### src/rtl/int_seq.sv
// int_seq: interrupt entry/exit sequencer sitting between int_ctrl and the
// LS1u core.
//
// An interrupt request is accepted only when global enable (GIE) is set.
// The sequencer waits for an instruction boundary, captures the return PC,
// the winning code and the vector, stalls the core for FLUSH_CYC cycles and
// then issues a one-cycle redirect to the vector. Further requests are
// ignored until the core executes RETI. The sequencer then redirects back to
// the saved EPC, which the ISR may have rewritten.
//
// Parameters:
//   FLUSH_CYC  stall cycles between capture and vector jump (1..15)
//   CNT_W      width of the saturating entry and spurious counters
//
// Ports:
//   clk, rst                  clock, asynchronous active-low reset
//   INT_REQ, IVEC_ADDR_i,
//   INT_CODE_i                request, vector and code from int_ctrl
//   BOUNDARY_i, PC_i, RETI_i  core retire strobe, next PC, RETI pulse
//   STALL_o, JMP_o,
//   JMP_ADDR_o, INT_ACT_o     core stall, redirect strobe/target, ISR active
//   WB_*                      8-bit zero-wait Wishbone register file
//
// Register map (byte wide):
//   0 CTRL {GIE, 0000, state}   1..3 EPC bytes   4 CODE
//   5 ENTRY_CNT (write clears)  6 SPUR_CNT (write clears)   7 reads 0
module int_seq #(
  parameter int FLUSH_CYC = 2,
  parameter int CNT_W     = 8
) (
  input  logic        clk,
  input  logic        rst,
  input  logic        INT_REQ,
  input  logic [23:0] IVEC_ADDR_i,
  input  logic [2:0]  INT_CODE_i,
  input  logic        BOUNDARY_i,
  input  logic [23:0] PC_i,
  input  logic        RETI_i,
  output logic        STALL_o,
  output logic        JMP_o,
  output logic [23:0] JMP_ADDR_o,
  output logic        INT_ACT_o,
  input  logic [2:0]  WB_ADRi,
  input  logic [7:0]  WB_DATi,
  output logic [7:0]  WB_DATo,
  input  logic        WB_WEi,
  input  logic        WB_CYCi,
  input  logic        WB_STBi,
  output logic        WB_ACKo
);

  typedef enum logic [2:0] {
    IDLE  = 3'd0,
    ARM   = 3'd1,
    FLUSH = 3'd2,
    JUMP  = 3'd3,
    ISR   = 3'd4,
    RET   = 3'd5
  } state_t;

  localparam logic [3:0] FLUSH_LOAD = 4'(FLUSH_CYC - 1);
  localparam logic [CNT_W-1:0] CNT_ONE = {{(CNT_W-1){1'b0}}, 1'b1};

  state_t           state_q, state_d;
  logic             gie_q, gie_d;
  logic [23:0]      epc_q, epc_d;
  logic [2:0]       code_q, code_d;
  logic [23:0]      vec_q, vec_d;
  logic [3:0]       flush_cnt_q, flush_cnt_d;
  logic [23:0]      jmp_addr_q, jmp_addr_d;
  logic [CNT_W-1:0] entry_cnt_q, entry_cnt_d;
  logic [CNT_W-1:0] spur_cnt_q, spur_cnt_d;

  logic       wb_wr;
  logic       capture;
  logic       entry_inc;
  logic       spur_inc;
  logic [7:0] entry_rd;
  logic [7:0] spur_rd;

  assign wb_wr   = WB_CYCi & WB_STBi & WB_WEi;
  assign WB_ACKo = 1'b1;

  // Outputs decode straight from the state register, so an asynchronous
  // reset drops STALL_o and JMP_o at once.
  assign STALL_o    = (state_q == FLUSH) || (state_q == JUMP);
  assign JMP_o      = (state_q == JUMP) || (state_q == RET);
  assign INT_ACT_o  = (state_q == ISR);
  assign JMP_ADDR_o = jmp_addr_q;

  // The redirect target is loaded on the edge that enters JUMP or RET and
  // then held. Loading EPC on the RETI edge makes RET use the pre-write EPC
  // when an ISR write to EPC lands in that same cycle.
  always_comb begin
    state_d     = state_q;
    flush_cnt_d = flush_cnt_q;
    jmp_addr_d  = jmp_addr_q;
    capture     = 1'b0;
    entry_inc   = 1'b0;
    spur_inc    = 1'b0;
    case (state_q)
      IDLE: begin
        if (INT_REQ && gie_q) state_d = ARM;
      end
      ARM: begin
        // A request that vanishes counts as spurious, even when a boundary
        // arrives in the same cycle.
        if (!INT_REQ) begin
          state_d  = IDLE;
          spur_inc = 1'b1;
        end else if (!gie_q) begin
          state_d = IDLE;
        end else if (BOUNDARY_i) begin
          capture     = 1'b1;
          flush_cnt_d = FLUSH_LOAD;
          state_d     = FLUSH;
        end
      end
      FLUSH: begin
        if (flush_cnt_q == 4'd0) begin
          state_d    = JUMP;
          jmp_addr_d = vec_q;
        end else begin
          flush_cnt_d = flush_cnt_q - 4'd1;
        end
      end
      JUMP: begin
        entry_inc = 1'b1;
        state_d   = ISR;
      end
      ISR: begin
        if (RETI_i) begin
          state_d    = RET;
          jmp_addr_d = epc_q;
        end
      end
      RET: begin
        state_d = IDLE;
      end
      default: begin
        state_d = IDLE;
      end
    endcase
  end

  // Register file updates. Capture at the boundary overrides a concurrent
  // bus write to EPC; a clear write overrides a concurrent counter increment.
  always_comb begin
    gie_d       = gie_q;
    epc_d       = epc_q;
    code_d      = code_q;
    vec_d       = vec_q;
    entry_cnt_d = entry_cnt_q;
    spur_cnt_d  = spur_cnt_q;

    if (wb_wr) begin
      case (WB_ADRi)
        3'd0:    gie_d         = WB_DATi[7];
        3'd1:    epc_d[7:0]    = WB_DATi;
        3'd2:    epc_d[15:8]   = WB_DATi;
        3'd3:    epc_d[23:16]  = WB_DATi;
        default: begin
        end
      endcase
    end

    if (capture) begin
      epc_d  = PC_i;
      code_d = INT_CODE_i;
      vec_d  = IVEC_ADDR_i;
    end

    if (wb_wr && (WB_ADRi == 3'd5)) begin
      entry_cnt_d = '0;
    end else if (entry_inc && (entry_cnt_q != {CNT_W{1'b1}})) begin
      entry_cnt_d = entry_cnt_q + CNT_ONE;
    end

    if (wb_wr && (WB_ADRi == 3'd6)) begin
      spur_cnt_d = '0;
    end else if (spur_inc && (spur_cnt_q != {CNT_W{1'b1}})) begin
      spur_cnt_d = spur_cnt_q + CNT_ONE;
    end
  end

  always_ff @(posedge clk or negedge rst) begin
    if (!rst) begin
      state_q     <= IDLE;
      gie_q       <= 1'b0;
      epc_q       <= '0;
      code_q      <= '0;
      vec_q       <= '0;
      flush_cnt_q <= '0;
      jmp_addr_q  <= '0;
      entry_cnt_q <= '0;
      spur_cnt_q  <= '0;
    end else begin
      state_q     <= state_d;
      gie_q       <= gie_d;
      epc_q       <= epc_d;
      code_q      <= code_d;
      vec_q       <= vec_d;
      flush_cnt_q <= flush_cnt_d;
      jmp_addr_q  <= jmp_addr_d;
      entry_cnt_q <= entry_cnt_d;
      spur_cnt_q  <= spur_cnt_d;
    end
  end

  // Counters are presented on the 8-bit bus zero-extended or truncated.
  generate
    if (CNT_W >= 8) begin : g_cnt_wide
      assign entry_rd = entry_cnt_q[7:0];
      assign spur_rd  = spur_cnt_q[7:0];
    end else begin : g_cnt_narrow
      assign entry_rd = {{(8-CNT_W){1'b0}}, entry_cnt_q};
      assign spur_rd  = {{(8-CNT_W){1'b0}}, spur_cnt_q};
    end
  endgenerate

  always_comb begin
    WB_DATo = 8'h00;
    case (WB_ADRi)
      3'd0: WB_DATo = {gie_q, 4'b0000, state_q};
      3'd1: WB_DATo = epc_q[7:0];
      3'd2: WB_DATo = epc_q[15:8];
      3'd3: WB_DATo = epc_q[23:16];
      3'd4: WB_DATo = {5'b00000, code_q};
      3'd5: WB_DATo = entry_rd;
      3'd6: WB_DATo = spur_rd;
      3'd7: WB_DATo = 8'h00;
    endcase
  end

endmodule

### config.mk
export PLATFORM = sky130hd
export DESIGN_NAME = int_seq
export DESIGN_NICKNAME = d
export VERILOG_FILES = /design/src/rtl/int_seq.sv
export SDC_FILE = /design/constraint.sdc
export NUM_CORES = 1
export LEC_CHECK = 0
export CORE_MARGIN = 2
export CORE_UTILIZATION = 51
export DETAILED_ROUTE_END_ITERATION = 10
export PLACE_DENSITY_LB_ADDON = 0.12
export SLEW_MARGIN = 0
export SYNTH_ARGS = -nofsm -noshare
export SYNTH_HDL_FRONTEND = slang
export SYNTH_SLANG_ARGS = --single-unit
### constraint.sdc
create_clock -name clk -period 2.2 [get_ports clk]
set_input_delay 0.44 -clock clk [delete_from_list [all_inputs] [get_ports clk]]
set_output_delay 0.44 -clock clk [all_outputs]
set_load 0.05 [all_outputs]
# Word-level counts from Yosys, hierarchy flattened
# Index checks and enable logic that the tools add are counted.
word_totals:
  output_inout_bits: 36
  wordCells: 95
  regBits: 99
op_classes:
  muxes: 32
  bitwise_logic: 2
  n_eq_ne: 22
  addsub: 3
  n_reduce_logical: 25
op_table:
  columns: ["op", "count"]
  rows:
  - ["24-bit 2-to-1 mux", 4]
  - ["8-bit one-hot mux with 8 select lines", 1]
  - ["8-bit 2-to-1 mux", 7]
  - ["24-bit one-hot mux with 2 select lines", 1]
  - ["3-bit == test (second input constant)", 6]
  - ["3-bit 2-to-1 mux", 6]
  - ["8-bit by 1-bit adder with 8-bit output (second input constant)", 2]
  - ["4-bit 2-to-1 mux", 4]
  - ["8-bit != test (second input constant)", 2]
  - ["2-bit nonzero test", 8]
  - ["3-bit one-hot mux with 5 select lines", 1]
  - ["3-bit by 2-bit == test with 1-bit output (second input constant)", 4]
  - ["2-bit != test (second input constant)", 6]
  - ["4-bit one-hot mux with 2 select lines", 1]
  - ["2-bit AND reduction", 4]
  - ["1-bit 2-to-1 mux", 7]
  - ["3-bit by 1-bit == test with 1-bit output (second input constant)", 2]
  - ["3-bit logical NOT", 2]
  - ["1-bit logical AND", 5]
  - ["5-bit AND reduction", 1]
  - ["4-bit logical NOT", 1]
  - ["4-bit != test (second input constant)", 1]
  - ["4-bit AND reduction", 1]
  - ["4-bit by 1-bit subtractor with 4-bit output (second input constant)", 1]
  - ["4 further kinds", 6]

# Logic depth before layout (Yosys ltp)
# Gate-level depths: netlist of run 1.
depth:
  word_depth: 6
  depth_mapped: 8
  ltp_nobuf: 6

# Worst setup path before layout of run 1
# Ideal clock, no wire load.
synth_timing:
  path_type: "input to output"
  start: "input WB_ADRi[1]"
  end: "output WB_DATo[2]"
  path_stages: 5
  path_slack_ns: -0.646
  required_time_ns: 1.760
  arrival_time_ns: 2.406
  path_buffers: 2
  cell_sequence: "buf_4 > clkbuf_1 > o32ai_1 > a221oi_1 > o31ai_1"
synth_between:
  elab_chain_cells: 2
synth_rtl:
  columns: ["element", "line", "source"]
  rows:
  - ["start: declaration", "43", "input logic [2:0] WB_ADRi,"]
  - ["3-bit == test (tied with other cells)", "223", "case (WB_ADRi)"]
  - ["8-bit one-hot mux with 8 select lines (*)", "223", null]
  - ["end: declaration", "45", "output logic [7:0] WB_DATo,"]
# Every way passes the cells marked *; elsewhere a longest branch is shown, timed or not.

# Final worst setup path of run 1
layout_timing:
  start: "register epc_q[2]"
  end: "output WB_DATo[2]"
layout_between:
  elab_chain_cells: 1
layout_rtl:
  columns: ["element", "line", "source"]
  rows:
  - ["start: declaration", "66", "logic [23:0] epc_q, epc_d;"]
  - ["start signal: assignment", "200", "epc_q <= epc_d;"]
  - ["8-bit one-hot mux with 8 select lines", "223", null]
# Every way passes these cells.

==> summary.md, run 1 <==
| Metric | Value |
|---|---|
| Outcome | finished clean |
| Port Buffers | 104 |
| Boundary Pins | 106 |
| Clk slew on worst S/H paths | 100 ps |
| Async set or reset register ratio after synthesis | 1.00 |
| H-tree depth | 3 |
| CTS Sinks | 99 |
| Syn Nets | 617 |
| Clk_lat worst skew | 380 ps |
| Total number of vias | 4,507 |
| Grt ovf | 0 |
| Final number of setup-violating endpoints | 0 |
| Final Max Slew Viols | 0 |
| MaxCap Viol Count | 0 |
| DR iter-0 viols | 214 |
| Yosys warns | 0 |
| Total CTS buffers | 9 |
| Root Driver | clkbuf_8 |
| Die Y | 103 µm |
| Number of global-route vias before repair | 4,431 |
| Dpl cells | 774 |
| Vias per cell | 5.61 |
| Routed len/inst | 18.0 µm |
| Worst Skew | 12.0 ps |
| Critical Path RT | 1760 ps |
| Final min period | 2150 ps |
| Core area | 9680 µm² |
| Power per cell area | 1040 nW/µm² |
| Layout area overhead | 36.0% |
| Final period util | 0.975 |
| Aggregate global-route resource usage | 0.283 |
| Share of cells above drive strength 1 | 0.163 |
| Setup crit start | epc_q[2]$_DFFE_PN0P_ |
| Final hold viol count | 0 |
| Crit Path Max Fanout | 2 |
| Die area | 10,700 µm² |
| Final net count | 739 |
| Antenna fix cells | 0 |
| Final WL | 14.5 mm |
| Syn Std Cell Area | 5040 µm² |
| Worst slew margin | 0.633 |
| Hold-fix buffers, CTS | 0 |
| Syn Area/Cell | 9.28 µm² |
| Post-DP HPWL | 10.4 mm |
| Worst hold slack | 85.5 ps |
| Residual DRC | 0 |
| CTS tree | yes |
| Gate Count Post-Synth | 543 |
| Arrival @ worst endpoint | 1710 ps |
| Post-synth EDFFs | 0 |
| Initial antenna violation count | 0 |
| Leak | 2.97 nW |
| First-pass GRT wire length | 22.7 mm |
| Main synth FF type | dfrtp_1 |
| GPL Wtd Cong | 0.965 |
| Worst setup SP type | flop |
| Hold Crit Class | in -> async |
| #FFs+latches synth | 99 |
| Max Clock Freq | 0.466 GHz |
| Sequential-to-total area share from yosys stat | 0.492 |
| Fill cells | 793 |
| Largest net degree at the start of global routing | 100 |
| ANT nets after route | 0 |
| VDD IR max | 699 µV |
| Worst Max-Slew Pin Slew | 551 ps |
| Crit. End Element | output port |
| Layout Cells excl Fill | 803 |
| Die W | 103 µm |
| RSZ-0062 raised after global routing | true |
| Clock Path Buffers | 2 |
| Synth cell types | 56 |
| First-pass detailed-route iteration total | 5 |
| Crit Path Class | reg -> out |
| Worst r2r src | flush_cnt_q[0]$_DFFE_PN0P_ |
| Rows | 36 |
| Starting Density | 0.520 |
[final timing paths]
check	endpoint	slack, ps	cells after the start
setup / recovery	WB_DATo[2]	50	5
hold / removal	JMP_ADDR_o[14]$_DFFE_PN0P_	90	2
setup reg to reg	flush_cnt_q[1]$_DFFE_PN0P_	420	7
hold reg to reg	vec_q[7]$_DFFE_PN0P_	480	2
max in group asynchronous	state_q[0]$_DFFE_PN0P_	1650	2
min in group clk	vec_q[7]$_DFFE_PN0P_	480	2
[cell usage after synthesis (all sizes together), types with 2 or more instances]
master,number,share of area
clkbuf,9,0.0067
nand2,140,0.10
a221oi,5,0.0087
o21ba,2,0.0040
mux2i,39,0.077
ha,4,0.0099
o211ai,4,0.0087
a31oi,8,0.0099
o21ai,41,0.041
a22oi,4,0.0060
mux2,6,0.013
a211oi,2,0.0030
nor2,39,0.029
nor4b,2,0.0065
o31ai,3,0.0045
and3,3,0.0037
and2,2,0.0025
a21oi,33,0.033
dfrtp,99,0.49
nor3b,3,0.0045
buf,24,0.031
nor3,13,0.015
nor2b,4,0.0050
inv,7,0.0052
or3,4,0.0050
xor2,8,0.014
nand2b,2,0.0040
nand4,8,0.013
nand3,6,0.0060
o2111ai,2,0.0035
[per-stage QoR]
| stage | util | area [µm²] | setup WS, ps | power (mW) | setup TNS (ps) |
|---|---|---|---|---|---|
| after global placement | 0.672 | 6510 | -259 | 5.86 | -2240 |
| final | 0.708 | 6850 | 54.7 | 7.16 | 0 |
| after global routing | 0.708 | 6850 | -49.7 | 7.56 | -50.2 |
| after floorplan | - | 5060 | -228 | 4.72 | -415 |
| after detailed placement | 0.672 | 6510 | -353 | 5.94 | -2840 |
| after CTS | 0.701 | 6790 | -3.89 | 7.12 | -3.89 |
[logic make-up after synthesis]
kind of cell,count (synthesis),synth area share
other,1,0.000744
AOI/OAI and AO/OA,110,0.131
xor gates and xnor gates,9,0.0156
buffers and inverters,40,0.0432
adders and majority gates,4,0.00993
muxes,46,0.0954
and+or+nand+nor,234,0.212
DFF,99,0.492
[metal layers]
metal	track usage	wire length, µm	up-vias
met1	0.368	6240	2207
met5	0	0	-
met3	0.0719	820	22
met4	0.0881	326	0
met2	0.468	7070	158
li1	-	-	2120
[layout by cell type, fill, tap and decap left out, drive strengths merged, types with 9 or more instances in the layout]
master / Yosys / final
nand2: 140 / 140
dfrtp: 99 / 99
clkdlybuf4s50: 0 / 89
buf: 24 / 51
o21ai: 41 / 41
mux2i: 39 / 39
nor2: 39 / 39
a21oi: 33 / 33
clkbuf: 9 / 15
nor3: 13 / 13
inv: 7 / 9
[state kept, by name (all words and copies together) (netlist names)]
register,cells
JMP_ADDR_o,24
epc_q,24
vec_q,24
entry_cnt_q,8
spur_cnt_q,8
flush_cnt_q,4
code_q,3
state_q,3
gie_q,1
[report_power, final]
part | total (mW) | leakage [nW] | switching (mW) | internal, mW
registers | 3.20 | 1.29 | 0.738 | 2.46
clock network | 1.13 | 0.0961 | 0.648 | 0.477
logic | 2.83 | 1.59 | 1.56 | 1.28
total | 7.16 | 2.97 | 2.94 | 4.21
[area by class of cell]
type,instances,area [µm²],share of cell area
flip-flops and latches,99,2490,0.363
inverters,7,26.3,0.00383
clock buffers,11,151,0.0221
well taps,133,166,0.0243
clock inverters,5,35.0,0.00511
multi-input cells,404,2430,0.354
repair buffers,144,1560,0.228
[timing repair]
item / CTS / global route
resized for setup: 18 / 9
pin swaps: 2 / 2
buffers inserted: 8 / 4
endpoints found under the setup margin: 9 / 4
gates cloned: 0 / 1
[critical path, cell delays in order, from the launching register on]
cell and delay, ps:
dfrtp_2 430, nor2b_4 60, o32ai_4 220, a221oi_2 70, o31ai_2 320, clkbuf_16 230
(Power assumes the default switching activity.)
==> run 2, diff against run 1 <==
Settings changed: SETUP_SLACK_MARGIN set to 0.3.
==> run 2 against run 1 <==
Total power up 6.2%. Die area unchanged. Sequential share of layout area down 2.6 points. The flow now finishes with violations (setup timing). Hold slack better by 5.8 ps. Cell count up 4.7%. Combinational power up 18%.
==> summary.md, run 2 (same netlist as run 1, synthesis figures left out) <==
| Metric | Value |
|---|---|
| Outcome | finished with violations |
| Violated checks | setup timing |
| Most frequent cells in the layout | 139 x nand2_1, 90 x dfrtp_1, 65 x clkdlybuf4s50_1 |
| H-tree depth | 3 |
| Antenna fix cells | 0 |
| Vias per cell | 5.65 |
| Final Max Slew Viols | 0 |
| Final WL | 15.6 mm |
| First-pass GRT wire length | 23.6 mm |
| Worst Max-Slew Pin Slew | 527 ps |
| Most common cell after layout, fill and taps aside | nand2_1 |
| Hold-fix buffers, CTS | 0 |
| Share of cells above drive strength 1 | 0.236 |
| Initial antenna violation count | 0 |
| GPL Wtd Cong | 0.851 |
| Setup WS pre-CTS | -348 ps |
| Routed len/inst | 18.5 µm |
| Area of the multi-input gates | 2620 µm² |
| Final number of setup-violating endpoints | 1 |
| Storage cell area | 2490 µm² |
| RSZ-0062 raised after global routing | true |
| Rows | 36 |
| Die Y | 103 µm |
| Die W | 103 µm |
| Power, Total | 7.60 mW |
| Clock Path Buffers | 2 |
| Layout Cells excl Fill | 841 |
| Max Clock Freq | 0.455 GHz |
| DR iter-0 viols | 266 |
| Critical Path RT | 1760 ps |
| Worst Skew | 15.0 ps |
| Design area | 7400 µm² |
| Worst slew margin | 0.649 |
| Power per cell area | 1030 nW/µm² |
| Final Util | 0.764 |
| First-pass detailed-route iteration total | 5 |
| Port Buffers | 104 |
| Dpl cells | 782 |
| Hold Crit Class | in -> async |
| Total number of vias | 4,750 |
| Largest net degree at the start of global routing | 100 |
| Crit Path Class | reg -> out |
| Number of global-route vias before repair | 4,574 |
| Placed inst area | 6700 µm² |
| Clk slew on worst S/H paths | 110 ps |
| Worst hold slack | 91.3 ps |
| Setup TNS | -0.0335 ps |
| MaxCap Viol Count | 0 |
| Layout area overhead | 46.8% |
| Total CTS buffers | 9 |
| Final period util | 1.00 |
| Final hold viol count | 0 |
| Final min period | 2200 ps |
| VDD IR max | 725 µV |
| CTS tree | yes |
| Crit. End Element | output port |
| Boundary Pins | 106 |
| Final net count | 777 |
| CTS Sinks | 99 |
| Arrival @ worst endpoint | 1760 ps |
| Leak | 3.34 nW |
| ANT nets after route | 0 |
| Root Driver | clkbuf_8 |
| Aggregate global-route resource usage | 0.300 |
| Worst setup SP type | flop |
| Clk_lat worst skew | 410 ps |
| Post-DP HPWL | 10.2 mm |
| Starting Density | 0.520 |
| Residual DRC | 0 |
| Crit Path Max Fanout | 2 |
| Core area | 9680 µm² |
| Die area | 10,700 µm² |
| Fill cells | 685 |
| Grt ovf | 0 |
| Slack of the critical path | -0.0335 ps |
run 2: path summary, 6_finish.rpt:
| path | slack [ps] | to | cells after the start | start |
|---|---|---|---|---|
| worst min register to register | 480 | JMP_ADDR_o[16]$_DFFE_PN0P_ | 2 | JMP_ADDR_o[16]$_DFFE_PN0P_ |
| worst min-delay path | 90 | vec_q[16]$_DFFE_PN0P_ | 2 | rst |
| min in group clk | 480 | JMP_ADDR_o[16]$_DFFE_PN0P_ | 2 | JMP_ADDR_o[16]$_DFFE_PN0P_ |
| worst max register to register | 370 | JMP_ADDR_o[22]$_DFFE_PN0P_ | 7 | state_q[0]$_DFFE_PN0P_ |
| worst max-delay path | -0.03 | WB_DATo[5] | 5 | epc_q[5]$_DFFE_PN0P_ |
| max in group asynchronous | 1690 | spur_cnt_q[2]$_DFFE_PN0P_ | 2 | rst |
run 2: critical path: stages, from the launching register on:
cell and delay, ps:
dfrtp_2 460, mux2_2 290, a221oi_2 240, buf_4 170
a21oi_4 40, buf_12 160
run 2: metal layers:
metal,wire length (µm),vias to the layer above,track usage
met1,6310,2298,0.384
met5,0,-,0
met3,1000,41,0.0699
met4,450,0,0.111
met2,7800,215,0.497
li1,-,2196,-
run 2: layout make-up:
type	count	area share
multi-input cells	404	0.354
clock buffers	9	0.0167
well taps	133	0.0225
repair buffers	182	0.259
flip-flops and latches	99	0.336
inverters	7	0.00355
clock inverters	7	0.00812
run 2: report_power, final:
part           internal, mW  total, mW  switching [mW]
clock network         0.430       1.15           0.716
logic                  1.51       3.35            1.83
registers              2.47       3.11           0.644
run 2: repair_timing:
| item | 4_1_cts | 5_1_grt |
|---|---|---|
| resized for setup | 66 | 15 |
| cloned | 3 | 2 |
| setup buffers | 27 | 11 |
| endpoints found under the setup margin | 36 | 71 |
| pin swaps | 12 | 14 |
==> run 3, diff against run 2 <==
Settings changed: CTS_CLUSTER_DIAMETER set to 60.
==> results of run 3 <==
No change in the layout: final DEF, timing and power equal those of run 2.
